<file path="src/rtl/sc_goal_pkg.sv">
// Shared definitions for the goal sequencer: controller state encoding and
// the bit positions of the two goal slots inside the entry-register flags.
package sc_goal_pkg;

    typedef enum logic [2:0] {
        PLAY      = 3'd0,
        COMMIT    = 3'd1,
        WAIT_REG  = 3'd2,
        CELEBRATE = 3'd3,
        CLEAR     = 3'd4,
        WIN       = 3'd5
    } goalState_t;

    localparam logic SLOT_LEFT  = 1'b1;
    localparam logic SLOT_RIGHT = 1'b0;

endpackage

</file>
<file path="src/rtl/sc_goal_timer.sv">
// Loadable down-counter that times the celebration; done is high while the
// count sits at zero, so loading CYCLES-1 yields exactly CYCLES busy cycles.
module sc_goal_timer #(
    parameter int CYCLES = 50_000_000,
    localparam int W = $clog2(CYCLES + 1)
) (
    input  logic clock,
    input  logic resetLow,
    input  logic load,
    output logic done
);

    logic [W-1:0] count;

    always_ff @(posedge clock or negedge resetLow) begin
        if (!resetLow)
            count <= '0;
        else if (load)
            count <= W'(CYCLES - 1);
        else if (count != '0)
            count <= count - W'(1);
    end

    assign done = (count == '0);

endmodule

</file>
<file path="src/rtl/sc_goal_sequencer.sv">
// Goal-slot flow controller: turns frog arrivals into enter strobes, flags
// landings on filled slots, and runs celebrate/clear/level-up when both fill.
module sc_goal_sequencer
    import sc_goal_pkg::*;
#(
    parameter int CELEBRATE_CYCLES = 50_000_000,
    parameter int LEVEL_W          = 4,
    parameter int MAX_LEVEL        = 9
) (
    input  logic               SC_GoalSEQ_CLOCK_50,
    input  logic               SC_GoalSEQ_RESET_InLow,
    input  logic               SC_GoalSEQ_arriveLeft_InLow,
    input  logic               SC_GoalSEQ_arriveRight_InLow,
    input  logic [1:0]         SC_GoalSEQ_numEntry_In,
    output logic               SC_GoalSEQ_enterLeft_OutLow,
    output logic               SC_GoalSEQ_enterRight_OutLow,
    output logic               SC_GoalSEQ_clearEntry_OutHigh,
    output logic               SC_GoalSEQ_respawn_OutLow,
    output logic               SC_GoalSEQ_death_OutLow,
    output logic               SC_GoalSEQ_levelUp_OutLow,
    output logic [LEVEL_W-1:0] SC_GoalSEQ_level_Out,
    output logic               SC_GoalSEQ_busy_Out,
    output logic               SC_GoalSEQ_win_Out
);

    localparam logic [LEVEL_W-1:0] LEVEL_LAST = LEVEL_W'(MAX_LEVEL);

    goalState_t         state, nextState;
    logic               slot, nextSlot;
    logic [LEVEL_W-1:0] nextLevel;
    logic               timerLoad, timerDone;
    logic               nextRespawn, nextDeath, nextClear, nextLevelUp;

    sc_goal_timer #(.CYCLES(CELEBRATE_CYCLES)) celebrateTimer (
        .clock    (SC_GoalSEQ_CLOCK_50),
        .resetLow (SC_GoalSEQ_RESET_InLow),
        .load     (timerLoad),
        .done     (timerDone)
    );

    // Outputs are registered from the next-state decode, so each pulse lines
    // up with the cycle of the state that owns it.
    always_comb begin
        nextState   = state;
        nextSlot    = slot;
        nextLevel   = SC_GoalSEQ_level_Out;
        timerLoad   = 1'b0;
        nextRespawn = 1'b1;
        nextDeath   = 1'b1;
        nextClear   = 1'b0;
        nextLevelUp = 1'b1;
        case (state)
            PLAY: begin
                if (!SC_GoalSEQ_arriveLeft_InLow) begin
                    if (SC_GoalSEQ_numEntry_In[SLOT_LEFT]) begin
                        nextDeath   = 1'b0;
                        nextRespawn = 1'b0;
                    end else begin
                        nextSlot  = SLOT_LEFT;
                        nextState = COMMIT;
                    end
                end else if (!SC_GoalSEQ_arriveRight_InLow) begin
                    if (SC_GoalSEQ_numEntry_In[SLOT_RIGHT]) begin
                        nextDeath   = 1'b0;
                        nextRespawn = 1'b0;
                    end else begin
                        nextSlot  = SLOT_RIGHT;
                        nextState = COMMIT;
                    end
                end
            end
            COMMIT: nextState = WAIT_REG;
            WAIT_REG: begin
                if (SC_GoalSEQ_numEntry_In == 2'b11) begin
                    timerLoad = 1'b1;
                    nextState = CELEBRATE;
                end else begin
                    nextRespawn = 1'b0;
                    nextState   = PLAY;
                end
            end
            CELEBRATE: begin
                if (timerDone) begin
                    nextState   = CLEAR;
                    nextClear   = 1'b1;
                    nextLevelUp = 1'b0;
                    nextRespawn = 1'b0;
                end
            end
            CLEAR: begin
                if (SC_GoalSEQ_level_Out != LEVEL_LAST)
                    nextLevel = SC_GoalSEQ_level_Out + LEVEL_W'(1);
                nextState = (nextLevel == LEVEL_LAST) ? WIN : PLAY;
            end
            WIN:     nextState = WIN;
            default: nextState = PLAY;
        endcase
    end

    always_ff @(posedge SC_GoalSEQ_CLOCK_50 or negedge SC_GoalSEQ_RESET_InLow) begin
        if (!SC_GoalSEQ_RESET_InLow) begin
            state                         <= PLAY;
            slot                          <= SLOT_LEFT;
            SC_GoalSEQ_enterLeft_OutLow   <= 1'b1;
            SC_GoalSEQ_enterRight_OutLow  <= 1'b1;
            SC_GoalSEQ_clearEntry_OutHigh <= 1'b0;
            SC_GoalSEQ_respawn_OutLow     <= 1'b1;
            SC_GoalSEQ_death_OutLow       <= 1'b1;
            SC_GoalSEQ_levelUp_OutLow     <= 1'b1;
            SC_GoalSEQ_level_Out          <= '0;
            SC_GoalSEQ_busy_Out           <= 1'b0;
            SC_GoalSEQ_win_Out            <= 1'b0;
        end else begin
            state                         <= nextState;
            slot                          <= nextSlot;
            SC_GoalSEQ_enterLeft_OutLow   <= !(nextState == COMMIT && nextSlot == SLOT_LEFT);
            SC_GoalSEQ_enterRight_OutLow  <= !(nextState == COMMIT && nextSlot == SLOT_RIGHT);
            SC_GoalSEQ_clearEntry_OutHigh <= nextClear;
            SC_GoalSEQ_respawn_OutLow     <= nextRespawn;
            SC_GoalSEQ_death_OutLow       <= nextDeath;
            SC_GoalSEQ_levelUp_OutLow     <= nextLevelUp;
            SC_GoalSEQ_level_Out          <= nextLevel;
            SC_GoalSEQ_busy_Out           <= (nextState != PLAY);
            SC_GoalSEQ_win_Out            <= (nextState == WIN);
        end
    end

endmodule
</file>
<file path="config.mk">
export PLATFORM = sky130hd
export DESIGN_NAME = sc_goal_sequencer
export DESIGN_NICKNAME = d
export VERILOG_FILES = /design/src/rtl/sc_goal_pkg.sv /design/src/rtl/sc_goal_timer.sv /design/src/rtl/sc_goal_sequencer.sv
export SDC_FILE = /design/constraint.sdc
export NUM_CORES = 1
export LEC_CHECK = 0
export BUFFER_PORTS_ARGS = -buffer_cell sky130_fd_sc_hd__buf_2
export CELL_PAD_IN_SITES_DETAIL_PLACEMENT = 1
export CELL_PAD_IN_SITES_GLOBAL_PLACEMENT = 1
export CORE_MARGIN = 3
export CORE_UTILIZATION = 44
export CTS_CLUSTER_SIZE = 24
export DETAILED_ROUTE_END_ITERATION = 8
export MAX_ROUTING_LAYER = met4
export PLACE_DENSITY_LB_ADDON = 0.1
export SYNTH_ARGS = -nofsm -noshare
export SYNTH_HDL_FRONTEND = slang
export SYNTH_SLANG_ARGS = --single-unit
</file>
<file path="constraint.sdc">
create_clock -name SC_GoalSEQ_CLOCK_50 -period 3.38 [get_ports SC_GoalSEQ_CLOCK_50]
set_input_delay 1.014 -clock SC_GoalSEQ_CLOCK_50 [delete_from_list [all_inputs] [get_ports SC_GoalSEQ_CLOCK_50]]
set_output_delay 1.014 -clock SC_GoalSEQ_CLOCK_50 [all_outputs]
set_load 0.02 [all_outputs]
</file>
== Word-level counts from Yosys, hierarchy flattened ==
Cells that the tools add are included.

* Register bits after elaboration: 42
* Logic and storage cells: 63

* $add $sub $neg: 2
* Equal/unequal tests: 10
* Multiplexer cells: 29
* Bitwise operators: 1
* Reduce and logical (&&, ||, !) cells: 9

{| class="wikitable"
|+ Operators with widths
! operator !! number
|-
| two-way mux 26 bit || 2
|-
| logical NOT 26 bit || 1
|-
| nonzero test 26 bit || 1
|-
| subtractor 26 x 1 -> 26 bit (second input constant) || 1
|-
| two-way mux 3 bit || 6
|-
| one-hot mux 3 bit (6 select lines) || 1
|-
| two-way mux 1 bit || 16
|-
| == test 3 bit (second input constant) || 3
|-
| two-way mux 4 bit || 2
|-
| == test 3 x 1 -> 1 bit (second input constant) || 2
|-
| == test 3 x 2 -> 1 bit (second input constant) || 2
|-
| adder 4 x 1 -> 4 bit (second input constant) || 1
|-
| == test 4 bit (second input constant) || 1
|-
| inequality test 4 bit (second input constant) || 1
|-
| logical NOT 3 bit || 1
|-
| one-hot mux 1 bit (3 select lines) || 1
|-
| nonzero test 3 bit || 1
|-
| == test 2 bit (second input constant) || 1
|-
| logical AND 1 bit || 2
|-
| logical NOT 1 bit || 2
|-
| two-way mux 2 bit || 1
|-
| nonzero test 2 bit || 1
|-
| NOT 1 bit || 1
|}

== Depth between registers and ports, before layout ==
Gate-level depths: netlist of run 1.

* Depth after elaboration: 9
* Gate-level depth with buffers: 11
* Depth with buffers taken out: 8

== By module ==
Synthesis of run 1 repeated with hierarchy kept, for this count alone.

* Cells, all modules: 222
* Area, all modules: 2,194.6 µm²

{| class="wikitable"
|+ By module, submodules not included
! module !! times used !! cells each !! area an instance (µm²)
|-
| sc_goal_timer || 1 || 153 || 1,478.9
|-
| sc_goal_sequencer || 1 || 69 || 715.7
|}

== Worst setup path before layout of run 1 ==
OpenSTA, ideal clock, no wires.

* Path type: reg-to-reg
* From: reg celebrateTimer.count[0]
* To: reg celebrateTimer.count[19]
* Library setup time: 0.079 ns
* Arrival: 2.266 ns
* Required time: 3.301 ns
* Path slack: 1.035 ns
* Stages on the path, launching flop included: 11
* Period minus slack after synthesis: 2.345 ns
* Cells stage by stage: dfrtp_1 inv_1 ha_1 or4b_1 buf_2 or3_1 buf_2 or2_0 buf_2 and3_1 o21ai_1

* Word-level cells in the longest chain between the ends: 3

{| class="wikitable"
|+ RTL lines
! item !! RTL line !! RTL
|-
| start: declaration || sc_goal_timer.sv:13 || <nowiki>logic [W-1:0] count;</nowiki>
|-
| start signal: assignment || sc_goal_timer.sv:19 || <nowiki>count <= W'(CYCLES - 1);</nowiki>
|-
| start signal: assignment || sc_goal_timer.sv:21 || <nowiki>count <= count - W'(1);</nowiki>
|-
| subtractor 26 x 1 -> 26 bit || sc_goal_timer.sv:21 ||
|-
| two-way mux 26 bit || sc_goal_timer.sv:20 || <nowiki>else if (count != '0)</nowiki>
|-
| two-way mux 26 bit || sc_goal_timer.sv:18 || <nowiki>else if (load)</nowiki>
|}

Parallel ways exist; a longest one is shown, timed or not. The select of a mux whose other input is x is not followed.
A chain may end at the register's enable or synchronous reset.

== Worst setup path after layout of run 1 ==
Same ends and word-level chain as after synthesis.

==> results.md, run 1 <==
- Period minus WS final: about 2600 ps
- Endpoints failing setup: 0
- Critical Path End: celebrateTimer.count[19]$_DFFE_PN0P_
- Hold violation total from the final report: 0
- Sink Count: 41
- Most frequent cells in the layout: dfrtp_1, nand2_1, nor2_1, buf_2, o21ai_0
- Initial antenna violation count: 0
- Hold Crit Class: reg2reg
- Top-level I/O count: 18
- Max Cap Violations: 0
- Asr flop ratio synth: 100%
- Distinct cell type count after synthesis: 44
- Post-synthesis cell count: 230
- Area growth, synth to finish: 10.4%
- Final clock period utilization by the worst path: about 80%
- Setup Skew: between 6 and 7 ps
- Syn Nets: approximately 240
- Syn Std Cell Area: ~2100 um2
- Total wire length: just under 5000 um
- Clock Pin Slew Worst Setup and Hold Paths: 80 ps
- Status: completed
- Wire length per cell: between 15 and 20 um
- Top cells by area, synth: dfrtp_1, dfstp_2, nand2_1, nor2_1, o21ai_0
- Pin count of the biggest net entering global routing: 42
- Slew HR: roughly 40%
- Diode count: 0
- Grt total ovfl: 0
- P_leak: slightly below 0.9 nW
- Global-route wire length before repair: slightly above 8000 um
- GRT Overall Usage: about a fifth
- Crit path from: celebrateTimer.count[0]$_DFFE_PN0P_
- Seq cells post-synth: 41
- Core ar.: approximately 4500 um2
- Commonest non-fill, non-tap cell in the layout: dfrtp_1
- Sequential fraction of the synthesis area: roughly 48%
- CTS resizes: 0
- PD cells: 345 nW/um2
- Fin nets: ~260
- Cts hold-fix bufs: 0
- Ys flop type: dfrtp_1
- FF-to-FF End: celebrateTimer.count[19]$_DFFE_PN0P_
- CTS max path bufs: 2
- RSZ-0062 raised after global routing: false
- H-tree levels: 2
- Vias in the first global route: 1692
- Worst-margin pin slew: between 900 and 1000 ps
- Crit path launch type: flop
- Worst Path Arrival: around 2900 ps
- Worst R2R Setup Slack: approximately 750 ps
- DR pass1 iterations: 4
- IO buf count: 17
- Final antenna-violating net count: 0
- Number of flops mapped to enable cells by yosys: 0
- DRT iter0 DRCs: 60
- Final RePlAce weighted congestion: 0.748
- # rows: 24
- Setup bufs post-CTS: 0
- CP endpoint kind: flop
- CTS buffer count: 5
- TritonCTS clock tree: done
- Layout cell share with drive strength beyond 1: between 10% and 20%
- Post-DP HPWL: between 3000 and 4000 um
- R2r startpoint: celebrateTimer.count[0]$_DFFE_PN0P_
- Peak VDD IR: 0.171 mV
- Drt via density: roughly 5.4
- Worst path cell trace: inv_1 -> ha_1 -> or4b_1 -> or3_1 -> or2_0 -> and3_1 -> o21ai_1
- DRC: 0
- Clock latency on the worst-skew pair: approximately 290 ps
- Max stage delay on crit path: around 590 ps
- Vias: between 1.5k and 2k
- Yosys warns: 0
- Setup TNS: 0 ps
- Largest area contributor in the netlist: dfrtp_1
- Avg Cell Area, Syn: slightly above 9 um2
- Worst Path Max Fanout: 9
- Slew Limit Fails: 0
- DIE WIDTH: 75.8 um
- Reg2reg path depth: 7
- Worst EP required: approximately 3600 ps
- Post-synth top area share: about 42%
- Root Buffer: clkbuf_8
- Die area: roughly 5700 um2
- Fmax: between 300 and 400 MHz
- Starting Density: 47.2%
- Critical path class: reg2reg
- Hold WS: around 560 ps
- Chip height: roughly 76 um
- CP max stage cell: or4b_1
-- where the power goes --
part / leakage (nW) / switching, mW / total [mW] / internal, mW
Sequential: 0.431 / 0 / 0.490 / 0.490
Clock: 0.0395 / 0.162 / 0.309 / 0.147
Combinational: 0.409 / 0.0123 / 0.0156 / 0.00330
Total: 0.880 / 0.174 / 0.815 / 0.641
-- metal layers --
| layer | track usage (%) | vias to the layer above | part of all wire [%] |
|---|---|---|---|
| li1 | - | 838 | - |
| met1 | 26.8 | 818 | 49 |
| met2 | 30.0 | 23 | 47 |
| met3 | 3.96 | 5 | 2.6 |
| met4 | 5.83 | 0 | 1.1 |
| met5 | - | - | 0 |
-- sequential cells by signal, indices dropped and copies added (netlist names) --
register	flops
celebrateTimer.count	26
SC_GoalSEQ_busy_Out	1
SC_GoalSEQ_enterLeft_OutLow	1
state	3
SC_GoalSEQ_enterRight_OutLow	1
SC_GoalSEQ_levelUp_OutLow	1
SC_GoalSEQ_win_Out	1
SC_GoalSEQ_respawn_OutLow	1
SC_GoalSEQ_clearEntry_OutHigh	1
SC_GoalSEQ_level_Out	4
SC_GoalSEQ_death_OutLow	1
-- synth_stat cells (2+ instances only) --
master / count
dfrtp_1: 36
nor2b_1: 5
nand3b_1: 2
a211oi_1: 4
ha_1: 3
xor2_1: 7
nor3_1: 9
mux2i_1: 3
o21ai_0: 15
or3_1: 6
o31ai_1: 4
xnor2_1: 8
a21oi_1: 8
o211ai_1: 3
buf_2: 4
nor2_1: 24
dfstp_2: 5
and2_1: 5
nand2_1: 26
nor4_1: 5
nand4_1: 2
nand2b_1: 2
nand3_1: 8
clkbuf_1: 5
inv_1: 7
and3_1: 3
or4_1: 4
-- through the flow --
step                      std cells  power, mW  worst slack, ps  utilization (%)  instance area [um2]
after global placement          305      0.517              881             50.4                 2280
after floorplan                 230      0.502             1040                -                 2140
final                           313      0.815              755             52.1                 2360
after CTS                       313      0.827              784             52.1                 2360
after detailed placement        305      0.517              810             50.4                 2280
after global routing            313      0.854              574             52.1                 2360
-- how the worst min path moves through the flow --
| stage | startpoint | to | slack (ps) | cells past startpoint |
|---|---|---|---|---|
| after detailed placement | celebrateTimer.count[8]$_DFFE_PN0P_ | celebrateTimer.count[8]$_DFFE_PN0P_ | 540 | 2 |
| final | celebrateTimer.count[11]$_DFFE_PN0P_ | celebrateTimer.count[11]$_DFFE_PN0P_ | 560 | 2 |
| after CTS | celebrateTimer.count[11]$_DFFE_PN0P_ | celebrateTimer.count[11]$_DFFE_PN0P_ | 560 | 2 |
| after global routing | celebrateTimer.count[13]$_DFFE_PN0P_ | celebrateTimer.count[13]$_DFFE_PN0P_ | 600 | 2 |
| after global placement | celebrateTimer.count[8]$_DFFE_PN0P_ | celebrateTimer.count[8]$_DFFE_PN0P_ | 530 | 2 |
| after floorplan | celebrateTimer.count[8]$_DFFE_PN0P_ | celebrateTimer.count[8]$_DFFE_PN0P_ | 500 | 2 |
-- area by class of cell --
| type | count | area, um2 |
|---|---|---|
| clock buffer | 8 | 80.1 |
| fill | 523 | 2170 |
| inverter | 8 | 30.0 |
| multi-input combinational | 172 | 1040 |
| sequential | 41 | 1030 |
| tap | 65 | 81.3 |
| timing repair buffer | 19 | 100 |
-- cells by family (layout without fill, tap and decap cells) --
family	after synthesis	after routing	share of synthesized area, %
XOR/XNOR	15	15	6.14
multiplexers	4	4	1.93
flip-flops	41	41	48.2
AO/OA/AOI/OAI	39	39	11.0
adder cells (fa/ha/maj)	3	3	1.75
buffers and inverters	17	35	3.21
AND/OR/NAND/NOR	111	111	27.8
-- worst max-delay path: cells and delay by family, from the launching register on --
kind / cells / cell delay [ps]
flops: 1 / 390
buf+inv: 1 / 110
simple gates: 4 / 1760
compound gates: 1 / 110
fa+ha+maj: 1 / 180
No activity file was read; power rests on OpenSTA's default activity.
==> inputs of run 2 (changes only) <==
--- a/config.mk
+++ b/config.mk
@@ -9,7 +9,7 @@
 export CELL_PAD_IN_SITES_DETAIL_PLACEMENT = 1
 export CELL_PAD_IN_SITES_GLOBAL_PLACEMENT = 1
 export CORE_MARGIN = 3
-export CORE_UTILIZATION = 44
+export CORE_UTILIZATION = 41
 export CTS_CLUSTER_SIZE = 24
 export DETAILED_ROUTE_END_ITERATION = 8
 export MAX_ROUTING_LAYER = met4
==> constraint.sdc (replaced) <==
create_clock -name SC_GoalSEQ_CLOCK_50 -period 2.2 [get_ports SC_GoalSEQ_CLOCK_50]
set_input_delay 0.66 -clock SC_GoalSEQ_CLOCK_50 [delete_from_list [all_inputs] [get_ports SC_GoalSEQ_CLOCK_50]]
set_output_delay 0.66 -clock SC_GoalSEQ_CLOCK_50 [all_outputs]
set_load 0.02 [all_outputs]
==> results.md, run 2 (synthesized netlist as in run 1, its figures left out) <==
- Pin count of the biggest net entering global routing: 42 (unchanged)
- Chip height: 78.3 um (+3.3%)
- Core ar.: 4880 um2 (+7.6%)
- Max reg flops: 26 (unchanged)
- Max Used Layer: met4
- Crit path launch type: flop
- Setup TNS: -11.6 ps (-11.6 ps)
- Vias: 1807 (+7.3%)
- Worst Path Arrival: 2400 ps (-450 ps)
- Clock latency on the worst-skew pair: 300 ps (about the same)
- Internal: 1.01 mW (+58%)
- Sink Count: 41 (unchanged)
- CTS max path bufs: 2 (unchanged)
- DRC: 0 (unchanged)
- RSZ-0062 raised after global routing: true
- H-tree levels: 2 (unchanged)
- Post-DP HPWL: 3800 um (+6.0%)
- Routed met3 length: 112 um (-10%)
- Vias in the first global route: 1811 (+7.0%)
- Root Buffer: clkbuf_8
- Status: finished, violations left
- Hold Crit Class: in2async
- Total wire length: 5160 um (+5.2%)
- Crit path from: celebrateTimer.count[0]$_DFFE_PN0P_
- Final antenna-violating net count: 0 (unchanged)
- Metal-1 WL: 2570 um (+7.2%)
- DRT iter0 DRCs: 70 (+17%)
- Placed instance area: 2480 um2 (+8.7%)
- Fin nets: 279 (+9.0%)
- Setup Skew: 8.56 ps (+1.72 ps)
- Die area: 6120 um2 (+6.7%)
- Endpoints failing setup: 1 (+1)
- Critical path class: reg2reg
- Final instance area: 2670 um2 (+13%)
- Placed insts: 330 (+8.2%)
- Met2 wire length: 2420 um (+4.3%)
- Slew HR: 65.2% (+25 points)
- Final setup margin: -11.6 ps (-766 ps)
- DIE WIDTH: 78.3 um (+3.3%)
- CTS buffer count: 5 (unchanged)
- Area growth, synth to finish: 24.7%
- Max Cap Violations: 0 (unchanged)
- Peak VDD IR: 0.202 mV (+18%)
- Wire length per cell: 15.3 um (-2.5%)
- Fmax: 452 MHz (+19%)
- Grt total ovfl: 0 (unchanged)
- DR pass1 iterations: 4 (unchanged)
- Hold WS: 429 ps (-133 ps)
- GRT Overall Usage: 18.8% (-0.99 points)
- Period minus WS final: 2210 ps (-414 ps)
- # rows: 25 (+4.2%)
- Final RePlAce weighted congestion: 0.818 (+9.4%)
- Most frequent cells in the layout: dfrtp_1, nand2_1, nor2_1, buf_4, buf_2
- Worst Path Max Fanout: 5 (-4)
- Global-route wire length before repair: 8920 um (+7.7%)
- Clock Pin Slew Worst Setup and Hold Paths: 80 ps (about the same)
- R2r startpoint: celebrateTimer.count[0]$_DFFE_PN0P_
- TritonCTS clock tree: done
- Final-layout fill cell count: 572 (+9.4%)
- Psw: 0.295 mW (+69%)
- Reg power frac: 57.5% (-2.7 points)
- Reg with most FFs: celebrateTimer.count
- Slew Limit Fails: 0 (unchanged)
- Switching Fraction: 22.5% (+1.2 points)
- Clock power frac: 40.5% (+2.6 points)
- Initial antenna violation count: 0 (unchanged)
- Comb pwr share: 2.0% (about the same)
- Largest registers: celebrateTimer.count: 26 flops, SC_GoalSEQ_level_Out: 4 flops, state: 3 flops
- Final clock period utilization by the worst path: 101% (+23 points)
- Hold violation total from the final report: 0 (unchanged)
- Worst-margin pin slew: 523 ps (-381 ps)
- Layout cell share with drive strength beyond 1: 27.3% (+13 points)
- Worst EP required: 2390 ps (-1210 ps)
- Drt via density: 5.35 (-0.63%)
- Starting Density: 43.9% (-3.3 points)
- Diode count: 0 (unchanged)
- Pwr Total: 1.31 mW (+61%)
- Failing checks: negative setup slack
- IO buf count: 17 (unchanged)
- P_leak: 1.04 nW (+18%)
- CP endpoint kind: flop
- PD cells: 490 nW/um2 (+42%)
- Commonest non-fill, non-tap cell in the layout: dfrtp_1
- Non-filler cells, final: 338 (+8.0%)
- Top-level I/O count: 18 (unchanged)
- Cts hold-fix bufs: 0 (unchanged)
- Setup bufs post-CTS: 0 (unchanged)
run 2: critical path, cell delays in order (launching register included):
cell and delay [ps]:
dfrtp_1 400, inv_2 80, ha_4 120, or4b_4 490
or3_4 360, buf_6 150, nor4b_4 290, xnor2_1 150
nand2_1 70
run 2: final cells by class:
class | instances | area (um2) | share of cell area (%)
Multi-Input combinational cell | 172 | 1140 | 42.8
Clock buffer | 6 | 82.6 | 3.09
Sequential cell | 41 | 1030 | 38.7
Inverter | 8 | 30.0 | 1.12
Tap cell | 67 | 83.8 | 3.14
Clock inverter | 2 | 13.8 | 0.515
Timing Repair Buffer | 42 | 284 | 10.6
run 2: power groups by stage:
| stage | logic (mW) | clock network, mW | registers [mW] |
|---|---|---|---|
| final | 0.0260 | 0.530 | 0.753 |
| after floorplan | 0.00320 | 0 | 0.768 |
| after CTS | 0.0273 | 0.546 | 0.753 |
| after global routing | 0.0304 | 0.589 | 0.754 |
| after global placement | 0.0269 | 0 | 0.768 |
| after detailed placement | 0.0273 | 0 | 0.768 |
run 2: final timing paths:
path	endpoint	slack, ps	cells after the start
max in group asynchronous	SC_GoalSEQ_levelUp_OutLow$_DFF_PN1_	1400	2
setup / recovery	celebrateTimer.count[14]$_DFFE_PN0P_	-10	8
min in group SC_GoalSEQ_CLOCK_50	celebrateTimer.count[11]$_DFFE_PN0P_	550	2
hold reg to reg	celebrateTimer.count[11]$_DFFE_PN0P_	550	2
setup reg to reg	celebrateTimer.count[14]$_DFFE_PN0P_	-10	8
hold / removal	celebrateTimer.count[8]$_DFFE_PN0P_	430	2
run 2: repair_timing:
item	in CTS	in global routing
resized for setup	8	16
endpoints found under the setup margin	17	29
pin swaps	1	8
run 2: through the flow:
stage               setup WS, ps  utilization, %
floorplan                   -120               -
global placement           -42.7            50.8
detailed placement          -195            50.8
CTS                        -56.8            53.5
global route               -89.3            54.7
finish                     -11.6            54.7
run 2: per-layer routing:
metal | track usage (%) | up-vias
met3 | 3.44 | 5
met5 | - | -
li1 | - | 887
met1 | 26.6 | 897
met2 | 28.4 | 18
met4 | 4.20 | 0
==> inputs of run 3 (changes only) <==
--- a/config.mk
+++ b/config.mk
@@ -5,11 +5,12 @@
 export SDC_FILE = /design/constraint.sdc
 export NUM_CORES = 1
 export LEC_CHECK = 0
+export ABC_AREA = 1
 export BUFFER_PORTS_ARGS = -buffer_cell sky130_fd_sc_hd__buf_2
 export CELL_PAD_IN_SITES_DETAIL_PLACEMENT = 1
 export CELL_PAD_IN_SITES_GLOBAL_PLACEMENT = 1
 export CORE_MARGIN = 3
-export CORE_UTILIZATION = 41
+export CORE_UTILIZATION = 39
 export CTS_CLUSTER_SIZE = 24
 export DETAILED_ROUTE_END_ITERATION = 8
 export MAX_ROUTING_LAYER = met4
==> results.md, run 3 <==
- Critical path class: reg2reg
- Final-layout fill cell count: 778 (+36%)
- Hold violation total from the final report: 0 (unchanged)
- Avg Cell Area, Syn: 7.25 um2 (-22%)
- Met1 Usage GRT: 22.9% (-3.8 points)
- DIE WIDTH: 84.7 um (+8.2%)
- Sequential fraction of the synthesis area: 42.8% (-5.4 points)
- Area growth, synth to finish: 11.2%
- Root Buffer: clkbuf_8
- Peak VDD IR: 0.266 mV (+32%)
- IO buf count: 17 (unchanged)
- Global-route wire length before repair: 10500 um (+17%)
- Initial antenna violation count: 0 (unchanged)
- Post-synthesis cell count: 333 (+45%)
- Top cells by area, synth: dfrtp_1, nand2_1, nor2_1, nand3_1, inv_1
- Worst Path Arrival: 2140 ps (-260 ps)
- Simple-gate share of the synthesized area: 41.2% (+13 points)
- Number of flops mapped to enable cells by yosys: 0 (unchanged)
- Vias: 2149 (+19%)
- Period minus WS final: 1950 ps (-260 ps)
- # rows: 28 (+12%)
- Pwr Total: 1.27 mW (-3.0%)
- DRC: 0 (unchanged)
- Setup TNS: 0 ps (+11.6 ps)
- Distinct cell type count after synthesis: 30 (-32%)
- Post-DP HPWL: 4780 um (+26%)
- CP endpoint kind: flop
- Max reg flops: 26 (unchanged)
- Reg2reg path depth: 11 (+3)
- Met3 Usage GRT: 3.04% (-0.40 points)
- Final RePlAce weighted congestion: 0.849 (+3.9%)
- Status: completed
- Final clock period utilization by the worst path: 88.7% (-12 points)
- Layout cell share with drive strength beyond 1: 18.4% (-8.9 points)
- Commonest non-fill, non-tap cell in the layout: nand2_1
- Ys flop type: dfrtp_1
- Core ar.: 5960 um2 (+22%)
- PD cells: 473 nW/um2 (-3.5%)
- Chip height: 84.7 um (+8.2%)
- Worst EP required: 2390 ps (about the same)
- Fmax: 512 MHz (+13%)
- Crit path from: celebrateTimer.count[0]$_DFFE_PN0P_
- Wire length per cell: 13.7 um (-10%)
- Clock latency on the worst-skew pair: 300 ps (about the same)
- Slew HR: 69.1% (+3.9 points)
- Largest registers: celebrateTimer.count: 26 flops, SC_GoalSEQ_level_Out: 4 flops, state: 3 flops
- Commonest cells post-synth: nand2_1, nor2_1, dfrtp_1, inv_1, nand3_1
- Worst-margin pin slew: 464 ps (-58.4 ps)
- Starting Density: 40.5% (-3.3 points)
- Max Cap Violations: 0 (unchanged)
- Clock Pin Slew Worst Setup and Hold Paths: 80 ps (about the same)
- Synth Area in Compound Gates: 3.53% (-7.5 points)
- Total wire length: 5950 um (+15%)
- Yosys warns: 0 (unchanged)
- Worst Path Max Fanout: 11 (+6)
- Post-synthesis xor/xnor area fraction: 2.90% (-3.2 points)
- CTS buffer count: 5 (unchanged)
- CTS resizes: 0 (-8)
- R2r startpoint: celebrateTimer.count[0]$_DFFE_PN0P_
- DP Worst Slack: 247 ps (+442 ps)
- Adder-cell share of the synthesized area: 1.56% (-0.20 points)
- Slew Limit Fails: 0 (unchanged)
- Worst R2R Setup Slack: 250 ps (+260 ps)
- Final setup margin: 248 ps (+260 ps)
- FF-to-FF End: celebrateTimer.count[22]$_DFFE_PN0P_
- Seq cells post-synth: 41 (unchanged)
- H-tree levels: 2 (unchanged)
- Fin nets: 367 (+32%)
- P_leak: 1.33 nW (+28%)
- Endpoints failing setup: 0 (-1)
- CTS max path bufs: 2 (unchanged)
- Final instance area: 2680 um2 (+0.52%)
- Vias in the first global route: 2232 (+23%)
- Setup Skew: 8.32 ps (-0.238 ps)
- DRT iter0 DRCs: 76 (+8.6%)
- Top-count cell post-synth: nand2_1
- GRT Overall Usage: 18.7% (-0.12 points)
- Layer with the highest usage: met2
- Die area: 7170 um2 (+17%)
- TritonCTS clock tree: done
- Drt via density: 4.95 (-7.4%)
- Largest family of logic cells by synthesized area: simple AND/OR/NAND/NOR gates
- Mux share of post-synthesis cell area: 0% (-1.9 points)
- Sink Count: 41 (unchanged)
- Syn Std Cell Area: 2410 um2 (+13%)
- Crit path launch type: flop
- DR pass1 iterations: 4 (unchanged)
- Critical Path End: celebrateTimer.count[22]$_DFFE_PN0P_
- Largest area contributor in the netlist: dfrtp_1
- Diode count: 0 (unchanged)
- Syn Nets: 342 (+43%)
- Grt total ovfl: 0 (unchanged)
- GR Layer Usage met2: 32.3% (+3.9 points)
- Hold Crit Class: in2async
- Cts hold-fix bufs: 0 (unchanged)
- Most frequent cells in the layout: nand2_1, nor2_1, dfrtp_1, inv_1, nand3_1
- Top-level I/O count: 18 (unchanged)
- Setup bufs post-CTS: 0 (unchanged)
- Post-synth top area share: 37.3% (-4.8 points)
- Asr flop ratio synth: 100% (unchanged)
- RSZ-0062 raised after global routing: false
- Reg with most FFs: celebrateTimer.count
- Pin count of the biggest net entering global routing: 23 (-45%)
- Final antenna-violating net count: 0 (unchanged)
- Placed instance area: 2600 um2 (+4.8%)
[run 3: how the worst min path moves through the flow]
stage,start,endpoint,cells after the start
3_3_place_gp,celebrateTimer.count[1]$_DFFE_PN0P_,celebrateTimer.count[1]$_DFFE_PN0P_,2
6_report,SC_GoalSEQ_RESET_InLow,celebrateTimer.count[5]$_DFFE_PN0P_,1
2_1_floorplan,SC_GoalSEQ_RESET_InLow,SC_GoalSEQ_busy_Out$_DFF_PN0_,0
3_5_place_dp,celebrateTimer.count[1]$_DFFE_PN0P_,celebrateTimer.count[1]$_DFFE_PN0P_,2
4_1_cts,SC_GoalSEQ_RESET_InLow,celebrateTimer.count[5]$_DFFE_PN0P_,1
5_1_grt,SC_GoalSEQ_RESET_InLow,celebrateTimer.count[5]$_DFFE_PN0P_,1
[run 3: critical path: stages, from the launching register on]
cell and delay (ps):
dfrtp_1 380, inv_1 150, ha_1 270, nand2_2 130, nor2_4 220, nand2_4 90, clkinv_2 60, nand2_4 70
nor2_8 170, inv_2 160, nand2_1 100, inv_1 40
[run 3: layout make-up]
cell class,count,area (um2),share of cell area (%)
multi-input cells,243,1190,44.2
repair buffers,21,115,4.29
well taps,75,93.8,3.50
flip-flops and latches,41,1030,38.5
clock buffers,6,72.6,2.70
inverters,46,174,6.48
clock inverters,2,10.0,0.373
[run 3: layer usage]
| metal | vias to the layer above | routed length (um) |
|---|---|---|
| li1 | 1094 | - |
| met1 | 1027 | 2730 |
| met2 | 21 | 3020 |
| met3 | 7 | 146 |
| met4 | 0 | 47 |
| met5 | - | 0 |
[run 3: logic make-up after synthesis]
kind of cell             Yosys count
XOR/XNOR                           8
flip-flops                        41
buffers and inverters             49
AO/OA/AOI/OAI                     15
adder cells (fa/ha/maj)            3
AND/OR/NAND/NOR                  217
[run 3: through the flow]
step / cells / hold WS (ps) / util (%)
6_report: 434 / 303 / 45.1
5_1_grt: 434 / 327 / 45.1
4_1_cts: 434 / 326 / 45.1
3_5_place_dp: 426 / 531 / 43.7
3_3_place_gp: 426 / 521 / 43.7
2_1_floorplan: 333 / 364 / -
[run 3: report_power, final]
part | internal (mW) | switching, mW | total, mW
Sequential | 0.753 | 0 | 0.753
Clock | 0.220 | 0.269 | 0.490
Combinational | 0.00719 | 0.0200 | 0.0272
